--- config.mk ---
export PLATFORM = sky130hd
export DESIGN_NAME = arc4_ctrl
export DESIGN_NICKNAME = d
export VERILOG_FILES = /design/src/rtl/arc4_pkg.sv /design/src/rtl/arc4_smem_mux.sv /design/src/rtl/arc4_ctrl.sv
export SDC_FILE = /design/constraint.sdc
export NUM_CORES = 1
export LEC_CHECK = 0
export ABC_AREA = 1
export CAP_MARGIN = 10
export CORE_ASPECT_RATIO = 0.7
export CORE_MARGIN = 5
export CORE_UTILIZATION = 32
export DETAILED_ROUTE_END_ITERATION = 8
export PLACE_DENSITY = 0.77
export SLEW_MARGIN = 10
export SYNTH_ARGS = -nofsm -noshare
export SYNTH_HDL_FRONTEND = slang
export SYNTH_HIERARCHICAL = 1
export SYNTH_SLANG_ARGS = --single-unit
--- constraint.sdc ---
create_clock -name clk -period 1.1 [get_ports clk]
set_clock_uncertainty 0.05 [all_clocks]
set_input_delay 0.11 -clock clk [delete_from_list [all_inputs] [get_ports clk]]
set_output_delay 0.11 -clock clk [all_outputs]
set_load 0.02 [all_outputs]
--- src/rtl/arc4_pkg.sv ---
// arc4_pkg: shared types and constants for the ARC4 run controller.
//   ctrl_state_t - sequencer states (init -> ksa -> prga, each a GO/WAIT pair)
//   phase_t      - which datapath block currently owns the S memory port
//   KEY_W/BYTE_W - key and S-memory data widths
//   state_phase  - maps a sequencer state to the S-port owner
package arc4_pkg;

    localparam int KEY_W  = 24;
    localparam int BYTE_W = 8;

    typedef enum logic [2:0] {
        IDLE,
        INIT_GO,
        INIT_WAIT,
        KSA_GO,
        KSA_WAIT,
        PRGA_GO,
        PRGA_WAIT,
        DONE
    } ctrl_state_t;

    typedef enum logic [1:0] {
        PH_NONE,
        PH_INIT,
        PH_KSA,
        PH_PRGA
    } phase_t;

    // The GO cycle already belongs to its phase so a block may write S
    // in the very cycle it is started.
    function automatic phase_t state_phase(input ctrl_state_t s);
        phase_t p;
        case (s)
            INIT_GO, INIT_WAIT: p = PH_INIT;
            KSA_GO,  KSA_WAIT:  p = PH_KSA;
            PRGA_GO, PRGA_WAIT: p = PH_PRGA;
            default:            p = PH_NONE;
        endcase
        return p;
    endfunction

endpackage

--- src/rtl/arc4_smem_mux.sv ---
// arc4_smem_mux: 3-to-1 combinational mux for the S memory write-side port.
//   phase_i              - owner select (PH_NONE drives an all-zero, no-write port)
//   init_*/ksa_*/prga_*  - addr/wrdata/wren request of each datapath block
//   s_addr_o/s_wrdata_o/s_wren_o - port to the single-port S memory
// A block that is not the owner never reaches memory, whatever its wren.
module arc4_smem_mux
    import arc4_pkg::*;
(
    input  phase_t            phase_i,
    input  logic [BYTE_W-1:0] init_addr_i,
    input  logic [BYTE_W-1:0] init_wrdata_i,
    input  logic              init_wren_i,
    input  logic [BYTE_W-1:0] ksa_addr_i,
    input  logic [BYTE_W-1:0] ksa_wrdata_i,
    input  logic              ksa_wren_i,
    input  logic [BYTE_W-1:0] prga_addr_i,
    input  logic [BYTE_W-1:0] prga_wrdata_i,
    input  logic              prga_wren_i,
    output logic [BYTE_W-1:0] s_addr_o,
    output logic [BYTE_W-1:0] s_wrdata_o,
    output logic              s_wren_o
);

    always_comb begin
        s_addr_o   = '0;
        s_wrdata_o = '0;
        s_wren_o   = 1'b0;
        case (phase_i)
            PH_INIT: begin
                s_addr_o   = init_addr_i;
                s_wrdata_o = init_wrdata_i;
                s_wren_o   = init_wren_i;
            end
            PH_KSA: begin
                s_addr_o   = ksa_addr_i;
                s_wrdata_o = ksa_wrdata_i;
                s_wren_o   = ksa_wren_i;
            end
            PH_PRGA: begin
                s_addr_o   = prga_addr_i;
                s_wrdata_o = prga_wrdata_i;
                s_wren_o   = prga_wren_i;
            end
            default: begin
                s_addr_o   = '0;
                s_wrdata_o = '0;
                s_wren_o   = 1'b0;
            end
        endcase
    end

endmodule

--- src/rtl/arc4_ctrl.sv ---
// arc4_ctrl: sequencer for one ARC4 decryption run (init -> ksa -> prga).
//   clk, rst            - clock, synchronous active-high reset
//   en/rdy              - run request / controller idle
//   key, key_q          - key input, key latched on an accepted request
//   done                - one-cycle pulse at the end of a run
//   err                 - sticky watchdog flag (always 0 without the watchdog)
//   init_/ksa_/prga_en  - one-cycle start pulses to the datapath blocks
//   init_/ksa_/prga_rdy - datapath block idle indications
//   *_s_addr/_s_wrdata/_s_wren - S memory requests of the three blocks
//   s_addr/s_wrdata/s_wren     - muxed S memory write-side port
//   dbg_state           - current sequencer state
//   WDOG_CYCLES         - per-phase cycle limit, active with ARC4_CTRL_WDOG_EN
// Optional feature macro: ARC4_CTRL_WDOG_EN (per-phase watchdog).
//
// Handshake: a request is accepted on a clock edge where en=1 and rdy=1;
// en while rdy=0 is dropped, nothing is queued. Towards a datapath block,
// X_en is a one-cycle start pulse and X_rdy=1 means the block is idle; the
// block is considered finished when X_rdy rises again after the pulse.
module arc4_ctrl
    import arc4_pkg::*;
#(
    parameter int WDOG_CYCLES = 4096
) (
    input  logic              clk,
    input  logic              rst,
    input  logic              en,
    output logic              rdy,
    input  logic [KEY_W-1:0]  key,
    output logic              done,
    output logic              err,
    output logic [KEY_W-1:0]  key_q,
    output logic              init_en,
    input  logic              init_rdy,
    output logic              ksa_en,
    input  logic              ksa_rdy,
    output logic              prga_en,
    input  logic              prga_rdy,
    input  logic [BYTE_W-1:0] init_s_addr,
    input  logic [BYTE_W-1:0] init_s_wrdata,
    input  logic              init_s_wren,
    input  logic [BYTE_W-1:0] ksa_s_addr,
    input  logic [BYTE_W-1:0] ksa_s_wrdata,
    input  logic              ksa_s_wren,
    input  logic [BYTE_W-1:0] prga_s_addr,
    input  logic [BYTE_W-1:0] prga_s_wrdata,
    input  logic              prga_s_wren,
    output logic [BYTE_W-1:0] s_addr,
    output logic [BYTE_W-1:0] s_wrdata,
    output logic              s_wren,
    output ctrl_state_t       dbg_state
);

    ctrl_state_t state_q, state_d;
    phase_t      phase_q;
    logic        armed_q, armed_d;
    logic        rdy_q, done_q;
    logic        init_en_q, ksa_en_q, prga_en_q;
    logic        wait_rdy;
    ctrl_state_t wait_next;
    logic        wdog_hit;

    // rdy of the block being waited on, and where to go once it finishes.
    always_comb begin
        wait_rdy  = 1'b0;
        wait_next = IDLE;
        case (state_q)
            INIT_WAIT: begin wait_rdy = init_rdy; wait_next = KSA_GO;  end
            KSA_WAIT:  begin wait_rdy = ksa_rdy;  wait_next = PRGA_GO; end
            PRGA_WAIT: begin wait_rdy = prga_rdy; wait_next = DONE;    end
            default:   begin wait_rdy = 1'b0;     wait_next = IDLE;    end
        endcase
    end

    // A block may still show rdy=1 for a cycle or more after its start
    // pulse. The armed flag is cleared on entry to WAIT and only set once
    // rdy has been seen low, so completion is a genuine rising rdy.
    always_comb begin
        state_d = state_q;
        armed_d = armed_q;
        case (state_q)
            IDLE: begin
                if (en) state_d = INIT_GO;
            end
            INIT_GO: begin
                state_d = INIT_WAIT;
                armed_d = 1'b0;
            end
            KSA_GO: begin
                state_d = KSA_WAIT;
                armed_d = 1'b0;
            end
            PRGA_GO: begin
                state_d = PRGA_WAIT;
                armed_d = 1'b0;
            end
            INIT_WAIT, KSA_WAIT, PRGA_WAIT: begin
                if (armed_q && wait_rdy) begin
                    state_d = wait_next;
                end else if (wdog_hit) begin
                    state_d = DONE;
                end else if (!wait_rdy) begin
                    armed_d = 1'b1;
                end
            end
            DONE: begin
                state_d = IDLE;
            end
            default: begin
                state_d = IDLE;
            end
        endcase
    end

    // Every output is registered from the next state, so it lines up
    // exactly with the state it describes.
    always_ff @(posedge clk) begin
        if (rst) begin
            state_q   <= IDLE;
            armed_q   <= 1'b0;
            phase_q   <= PH_NONE;
            rdy_q     <= 1'b1;
            done_q    <= 1'b0;
            init_en_q <= 1'b0;
            ksa_en_q  <= 1'b0;
            prga_en_q <= 1'b0;
            key_q     <= '0;
        end else begin
            state_q   <= state_d;
            armed_q   <= armed_d;
            phase_q   <= state_phase(state_d);
            rdy_q     <= (state_d == IDLE);
            done_q    <= (state_d == DONE);
            init_en_q <= (state_d == INIT_GO);
            ksa_en_q  <= (state_d == KSA_GO);
            prga_en_q <= (state_d == PRGA_GO);
            if (en && rdy_q) key_q <= key;
        end
    end

`ifdef ARC4_CTRL_WDOG_EN
    logic [15:0] wdog_q;
    logic        err_q;
    logic        in_wait;

    assign in_wait  = (state_q == INIT_WAIT) || (state_q == KSA_WAIT) ||
                      (state_q == PRGA_WAIT);
    assign wdog_hit = (wdog_q == 16'(WDOG_CYCLES - 1));

    always_ff @(posedge clk) begin
        if (rst) begin
            wdog_q <= '0;
            err_q  <= 1'b0;
        end else begin
            if (state_q == INIT_GO || state_q == KSA_GO || state_q == PRGA_GO)
                wdog_q <= '0;
            else if (in_wait)
                wdog_q <= wdog_q + 16'd1;

            // A normal completion in the same cycle takes priority.
            if (en && rdy_q)
                err_q <= 1'b0;
            else if (in_wait && wdog_hit && !(armed_q && wait_rdy))
                err_q <= 1'b1;
        end
    end

    assign err = err_q;
`else
    assign wdog_hit = 1'b0;
    assign err      = 1'b0;
`endif

    assign rdy       = rdy_q;
    assign done      = done_q;
    assign init_en   = init_en_q;
    assign ksa_en    = ksa_en_q;
    assign prga_en   = prga_en_q;
    assign dbg_state = state_q;

    arc4_smem_mux u_smem_mux (
        .phase_i       (phase_q),
        .init_addr_i   (init_s_addr),
        .init_wrdata_i (init_s_wrdata),
        .init_wren_i   (init_s_wren),
        .ksa_addr_i    (ksa_s_addr),
        .ksa_wrdata_i  (ksa_s_wrdata),
        .ksa_wren_i    (ksa_s_wren),
        .prga_addr_i   (prga_s_addr),
        .prga_wrdata_i (prga_s_wrdata),
        .prga_wren_i   (prga_s_wren),
        .s_addr_o      (s_addr),
        .s_wrdata_o    (s_wrdata),
        .s_wren_o      (s_wren)
    );

endmodule

Word level (Yosys, flattened, before mapping) --
Cells that the tools add are included.
Word-level totals: word-level logic and storage cells 51, register bits after elaboration 35, output and inout port bits 50
Operators by class: reductions and logical operators 11, eq/ne operators 19, muxes and demuxes 12
Operators by type and width (count):
- $pmux 8 s3 | 2
- $eq 3x3->1 const B | 8
- $pmux 3 s6 | 1
- $eq 3x2->1 const B | 4
- $pmux 3 s3 | 1
- $eq 3x1->1 const B | 2
- $logic_not 3->1 | 2
- $mux 3 | 2
- $pmux 1 s3 | 2
- $pmux 2 s3 | 1
- $reduce_or 2->1 | 3
- $reduce_or 3->1 | 2
- $eq 2x2->1 const B | 2
- $ne 2x2->1 const B | 2
- $reduce_and 3->1 | 1
- $eq 2x1->1 const B | 1
- $logic_and 1x1->1 | 2
- $mux 1 | 2
- $pmux 1 s2 | 1
- $reduce_bool 2->1 | 1

Logic depth before layout (Yosys ltp) --
Gate-level depths: netlist of run 1.
word-level depth 8, mapped depth 9, gate-level depth less buffers 9

Cells and area by module --
The synthesis of run 1 kept the hierarchy.
By module, submodules not included:
- arc4_ctrl | area an instance 1283.7 um2, cells an instance 167, times used 1, sequential area each 700.7 um2
- arc4_smem_mux | area an instance 630.6 um2, cells an instance 80, times used 1, sequential area each 0.0 um2

Least setup slack after synthesis of run 1 --
OpenSTA, ideal clock, no wires.
path kind register -> register, start point register state_q[1] (netlist: dbg_state[1]), end point register rdy_q (netlist: rdy), setup slack -0.159 ns, data required time 0.935 ns, clock period less this slack 1.259 ns, setup time 0.115 ns, cell stages (with the launch flop) 10, data arrival time 1.094 ns, cells stage by stage dfxtp_1 -> inv_2 -> nor2_4 -> nand3_2 -> nand2_2 -> nand2_1 -> nand2_1 -> inv_2 -> nand2_1 -> nand2_1
Between the ends: word-level cells in the longest chain between the ends 6
Ends and longest elaborated chain:
- start: declaration | RTL line arc4_ctrl.sv:53 | ctrl_state_t state_q, state_d;
- start signal: assignment | RTL line arc4_ctrl.sv:128 | state_q <= state_d;
- $eq 3x3->1 / $eq 3x2->1 (equally long branches) | RTL line arc4_ctrl.sv:66, arc4_ctrl.sv:80
- $pmux 1 s3 | RTL line arc4_ctrl.sv:66 | case (state_q)
- $logic_and 1x1->1 | RTL line arc4_ctrl.sv:97 | if (armed_q && wait_rdy) begin
- $mux 3 | RTL line arc4_ctrl.sv:97
- $pmux 3 s6 * | RTL line arc4_ctrl.sv:80 | case (state_q)
- $logic_not 3->1 * | RTL line arc4_ctrl.sv:131 | rdy_q <= (state_d == IDLE);
- end signal: assignment | RTL line arc4_ctrl.sv:131
- end: declaration | RTL line arc4_ctrl.sv:56 | logic rdy_q, done_q;
Mark *: on every way between the ends. The rest lies on a longest branch, timed or not. A chain may end at the register's enable or synchronous reset.

Final worst setup path of run 1 --
start point register phase_q[0], end point output s_wrdata[7]
Between the ends: word-level cells in the longest chain between the ends 2
Ends and longest elaborated chain:
- start: declaration | RTL line arc4_ctrl.sv:54 | phase_t phase_q;
- start signal: assignment | RTL line arc4_ctrl.sv:130 | phase_q <= state_phase(state_d);
- $eq 2x2->1 / $eq 2x1->1 (equally long branches) | RTL line arc4_smem_mux.sv:28 | case (phase_i)
- $pmux 8 s3 * | RTL line arc4_smem_mux.sv:28
- end: declaration | RTL line arc4_ctrl.sv:48 | output logic [BYTE_W-1:0] s_wrdata,
Marked as above.

==> results of run 1 <==
worst max path at each step:
| stage | from | end | slack, ps | cells after the start |
|---|---|---|---|---|
| 2_1_floorplan | dbg_state[1] | rdy | -30 | 9 |
| 3_3_place_gp | phase_q[0] | s_wrdata[3] | -460 | 5 |
| 3_5_place_dp | phase_q[0] | s_wrdata[3] | -500 | 5 |
| 4_1_cts | phase_q[1] | s_addr[5] | -300 | 5 |
| 5_1_grt | phase_q[0] | s_addr[3] | -360 | 5 |
| 6_report | phase_q[0] | s_wrdata[7] | -310 | 5 |
per-stage QoR:
stage | hold WS [ps] | utilization, %
finish | 374 | 67.2
floorplan | 119 | -
detailed placement | 421 | 57.7
global route | 371 | 67.2
CTS | 366 | 68.0
global placement | 412 | 57.7
repair_timing:
action,in CTS,in global routing
cloned,8,0
setup buffers,5,0
endpoints found under the setup margin,53,59
pin swaps,17,8
gates resized for setup,240,40
power by group:
part | internal (mW) | switching (mW)
registers | 1.42 | 0.126
clock network | 0.591 | 0.514
logic | 1.24 | 1.24
total | 3.25 | 1.88
sequential cells by signal, summed over array words and instances, names as in the netlist:
signal / cells
prga_en: 1
key_q: 24
armed_q: 1
done: 1
ksa_en: 1
dbg_state: 3
init_en: 1
phase_q: 2
rdy: 1
layer usage:
metal,share of wire [%],vias to the layer above
li1,-,1128
met1,40,1032
met4,2.8,0
met2,52,77
met5,0,-
met3,5.1,17
worst max-delay path, delay by kind of cell (launching register included):
kind	cells	cell delay (ps)
buf+inv	3	360
flops	1	420
simple gates	2	170
cell usage in the layout, fill, tap and decap left out, types with 2 or more instances in the layout:
| cell type | netlist | layout |
|---|---|---|
| clkdlybuf4s50_1 | 0 | 80 |
| nand3_2 | 32 | 56 |
| nor2_1 | 54 | 53 |
| dfxtp_1 | 35 | 29 |
| o21ai_0 | 26 | 24 |
| buf_2 | 2 | 20 |
| buf_6 | 8 | 17 |
| nand2_1 | 18 | 13 |
| nand3_1 | 40 | 12 |
| clkdlybuf4s15_2 | 0 | 9 |
| buf_12 | 0 | 9 |
| buf_4 | 1 | 8 |
| nand2_2 | 3 | 7 |
| inv_1 | 7 | 7 |
| buf_16 | 0 | 6 |
| clkbuf_8 | 0 | 5 |
| dfxtp_4 | 0 | 5 |
| nand3_4 | 0 | 4 |
| nand4_1 | 3 | 3 |
| clkbuf_2 | 1 | 3 |
| inv_4 | 0 | 2 |
| inv_2 | 4 | 2 |
| nor3_2 | 1 | 2 |
| a21oi_1 | 2 | 2 |
| o21ai_1 | 0 | 2 |
| inv_8 | 1 | 2 |
| inv_16 | 0 | 2 |
kinds of logic after synthesis:
logic type      share of synthesized area, %
other cells                            0.196
buf+inv                                 11.2
simple gates                            44.6
compound gates                          7.32
flops                                   36.6
cell type report:
cell class | count | area, µm²
inverter | 13 | 86.3
clock buffer | 6 | 93.8
sequential | 35 | 721
tap | 75 | 93.8
multi-input combinational | 182 | 1190
timing repair buffer | 154 | 1640
timing repair inverter | 2 | 22.5
clock inverter | 2 | 16.3
fill | 480 | 1890
==> impl_metrics.tcl, run 1 <==
set metrics [dict create \
    rr_startpoint "dbg_state[1]" \
    ctsHoldBuffers 0 \
    grt_start_max_net_pins 25 \
    end_kind "output port" \
    placed_cell_area_um2 3320 \
    die-area_um2 7650 \
    synth_area_leader_cell "dfxtp_1" \
    design_power_total_mw 5.13 \
    clk_latency_ps 290 \
    grt_pass1_wl_um 11300 \
    finalCriticalPeriod_ps 1410 \
    synth.net_count 328 \
    top_usage_layer "met2" \
    power_density_nw_per_um2 1330 \
    violations "setup timing" \
    drt_iter0_drc 103 \
    grt_use_met2_pct 33.6 \
    antenna_cells 0 \
    drv_cap 0 \
    cp_max_fo 7 \
    grt.overflow.total 0 \
    ys_types 23 \
    synthCells 247 \
    grt_pass1_vias 2160 \
    ys.flop_type "dfxtp_1" \
    cts_sinks 35 \
    antenna_found_initial 0 \
    ir_worst_vdd_v 0.000890 \
    tns_ps -5000 \
    syn_area_per_cell_um2 7.75 \
    min_path_cells 3 \
    remaining_drc_errors 0 \
    rows 23 \
    fin_cells 469 \
    htree_num_levels 2 \
    clock_path_buffers 2 \
    gp_congestion 0.809 \
    met3_usage_pct 4.91 \
    hold_viol 0 \
    critPathLaunchType "flip-flop" \
    fmax_mhz 711 \
    finalWorstSetupSlack_ps -306 \
    setup_violations 20 \
    dp.cells 448 \
    grt_usage_pct 19.3 \
    status "complete, but fails checks" \
    synthArstFlopShare_pct 0 \
    rrSetupSlack_ps -60 \
    synth_commonest_cells "nor2_1, nand3_1, dfxtp_1" \
    via_count 2254 \
    use_met1_pct 22.6 \
    min_from "key[11]" \
    path_common_cell "nand3_2" \
    ys_seq_area_share_pct 36.6 \
    die_x_um 102 \
    hold_class "in -> reg" \
    detail-route-antenna-nets 0 \
    stdcell_area_um2 3870 \
    drive_above_1_share_pct 42.4 \
    critPathSlowestCell "dfxtp_4" \
    worstPathArrival_ps 1250 \
    cts_tree "built" \
    numCtsBuffers 5 \
    path_clk_slew_ps 80 \
    reg2reg_depth 9 \
    ys_ff_latch 35 \
    wirelength_um 7680 \
    hpwlAfterDp_um 5020 \
    rsz0062_at_grt "true" \
    synthTopCellsByArea "dfxtp_1, nand3_2, nor2_1" \
    num_io_pins 131 \
    dp_slack_ps -504 \
    ys_warn_count 6 \
    synth-edff-count 0 \
    finalMaxSlewViolations 0 \
    finalCritPeriodShare_pct 128 \
    crit_chain "buf_12, buf_16, nand3_2, nand3_2, buf_6" \
    crit_path_max_incr_delay_ps 420 \
    netlist_area_um2 1910 \
    io_buffer_count 129 \
    synth_top_area_share_pct 36.6 \
    drt_first_pass_iters 4 \
    area_growth_pct 102 \
    core-area_um2 5760 \
    critical_path_required_ps 940 \
    start_util_pct 33.3 \
    r2r-end "rdy" \
    layout.nets 474 \
    root_buffer "clkbuf_8" \
    whs_endpoint "key_q[11]" \
    worstSetupPathType "reg -> out" \
    yosysMostFrequentCell "nor2_1" \
    leakage_nw 1.67 \
    die_height_um 74.7 \
    post_drt_wl_per_cell_um 16.4 \
    via_per_inst 4.81 \
]
Power figures use the tool's default switching activity.
==> run 2, diff against run 1 <==
Settings changed: SKIP_LAST_GASP set to 1.
==> run 2 against run 1 <==
  * The flow still finishes with violations (setup timing)
  * Non-clock buffer count is the same
  * Fmax hardly changed
  * Sequential cell count is the same
  * Clock power is essentially flat
  * Core utilization is 0.11 points higher
  * Global-route usage is the same
  * Final cell count unchanged
  * Worst setup slack about the same
  * Sequential share of layout area about the same
  * Combinational power about the same
  * Critical path type unchanged
==> impl_metrics.tcl, run 2 (synthesis results as in run 1) <==
set metrics [dict create \
    status "complete, but fails checks" \
    violations "setup timing" \
    grt_start_max_net_pins 25 \
    layout_commonest_cell "clkdlybuf4s50_1" \
    via_count 2234 \
    grt_pass1_wl_um 11300 \
    hpwlAfterDp_um 5020 \
    path_clk_slew_ps 80 \
    finalWorstSetupSlack_ps -305 \
    via_per_inst 4.76 \
    fin_cells 469 \
    critPathLaunchType "flip-flop" \
    area_growth_pct 102 \
    path_buf_inv 3 \
    wirelength_um 7700 \
    cp-endpoint "s_addr[7]" \
    setup_violations 21 \
    grt_pass1_vias 2160 \
    cp_top_family "buffers and inverters" \
    layout.nets 474 \
    die-area_um2 7650 \
    worstPathArrival_ps 1250 \
    core-area_um2 5760 \
    fmax_mhz 712 \
    dp_slack_ps -504 \
    drt_iter0_drc 99 \
    crit_start "phase_q[1]" \
    leakage_nw 1.67 \
    worstSetupPathType "reg -> out" \
    crit_chain "buf_12, buf_16, nand3_4, nand3_2, buf_6" \
    drt_first_pass_iters 4 \
    finalCritPeriodShare_pct 128 \
    worstSetupPathDepth 5 \
    die_x_um 102 \
    finalCriticalPeriod_ps 1410 \
    clock_path_buffers 2 \
    placed_cell_area_um2 3320 \
    num_io_pins 131 \
    ir_worst_vdd_v 0.000890 \
    io_buffer_count 129 \
    drive_above_1_share_pct 42.4 \
    cts_sinks 35 \
    clk_latency_ps 300 \
    start_util_pct 33.3 \
    regMostFlops "key_q" \
    cp_max_fo 5 \
    post_drt_wl_per_cell_um 16.4 \
    hold_class "in -> reg" \
    cts_tree "built" \
    antenna_found_initial 0 \
    gp_congestion 0.809 \
    grt_usage_pct 19.3 \
    rsz0062_at_grt "true" \
    htree_num_levels 2 \
    largest_register_ffs 24 \
    drv_cap 0 \
    root_buffer "clkbuf_8" \
    die_height_um 74.7 \
    critPathSlowestCell "dfxtp_4" \
    critical_path_required_ps 940 \
    remaining_drc_errors 0 \
    numCtsBuffers 5 \
    end_kind "output port" \
    grt.overflow.total 0 \
    rr_startpoint "dbg_state[1]" \
    antenna_cells 0 \
    crit_path_max_incr_delay_ps 390 \
    rows 23 \
    reg2reg_depth 8 \
    rrSetupSlack_ps -60 \
    r2r-end "rdy" \
    ctsHoldBuffers 0 \
    power_density_nw_per_um2 1330 \
    detail-route-antenna-nets 0 \
    dp.cells 448 \
    finalMaxSlewViolations 0 \
    final_cell_mix "clkdlybuf4s50_1, nand3_2, nor2_1, dfxtp_1, o21ai_0" \
    stdcell_area_um2 3870 \
    hold_viol 0 \
]
[run 2: layer usage]
metal | global-route usage [%] | up-vias | part of all wire [%]
li1 | - | 1123 | -
met1 | 22.6 | 1026 | 41
met2 | 33.6 | 68 | 51
met3 | 4.91 | 17 | 4.7
met4 | 8.73 | 0 | 2.8
met5 | 0 | - | 0
[run 2: per-stage QoR]
stage          power (mW)  setup TNS (ps)  hold slack, ps  util (%)
6_report             5.14           -4990             373      67.3
5_1_grt              5.42           -6270             371      67.3
4_1_cts              5.14           -4970             366      68.0
3_5_place_dp         3.52          -13040             421      57.7
3_3_place_gp         3.49          -12330             412      57.7
2_1_floorplan        2.62           -32.6             119         -
[run 2: tightest hold or removal path, cell delays in order]
cell and delay [ps]:
clkdlybuf4s50_1 390, o21ai_0 150, nor2_1 40
[run 2: timing repair]
action	in CTS	in global routing
setup buffers	5	0
setup endpoints to repair	53	59
hold endpoints to repair	0	0
gates resized for setup	240	39
pin swaps	17	6
cloned	8	0
[run 2: how the worst min path moves through the flow]
stage              start      endpoint  slack [ps]  cells past startpoint
2_1_floorplan        rst  dbg_state[1]         120                      1
3_3_place_gp   key_q[22]     key_q[22]         410                      2
3_5_place_dp   key_q[18]     key_q[18]         420                      2
4_1_cts          key[11]     key_q[11]         370                      3
5_1_grt          key[11]     key_q[11]         370                      3
6_report         key[11]     key_q[11]         370                      3
[run 2: layout make-up]
cell class | instances | area [µm²]
Clock inverter | 2 | 16.3
Timing Repair inverter | 2 | 22.5
Multi-Input combinational cell | 182 | 1190
Timing Repair Buffer | 154 | 1650
Sequential cell | 35 | 721
Inverter | 13 | 86.3
Clock buffer | 6 | 93.8
Tap cell | 75 | 93.8
Fill cell | 479 | 1880
[run 2: power by group]
group	internal [mW]	switching, mW	leakage [nW]
registers	1.42	0.127	0.292
logic	1.25	1.25	1.32
clock network	0.591	0.514	0.0530
total	3.26	1.89	1.67
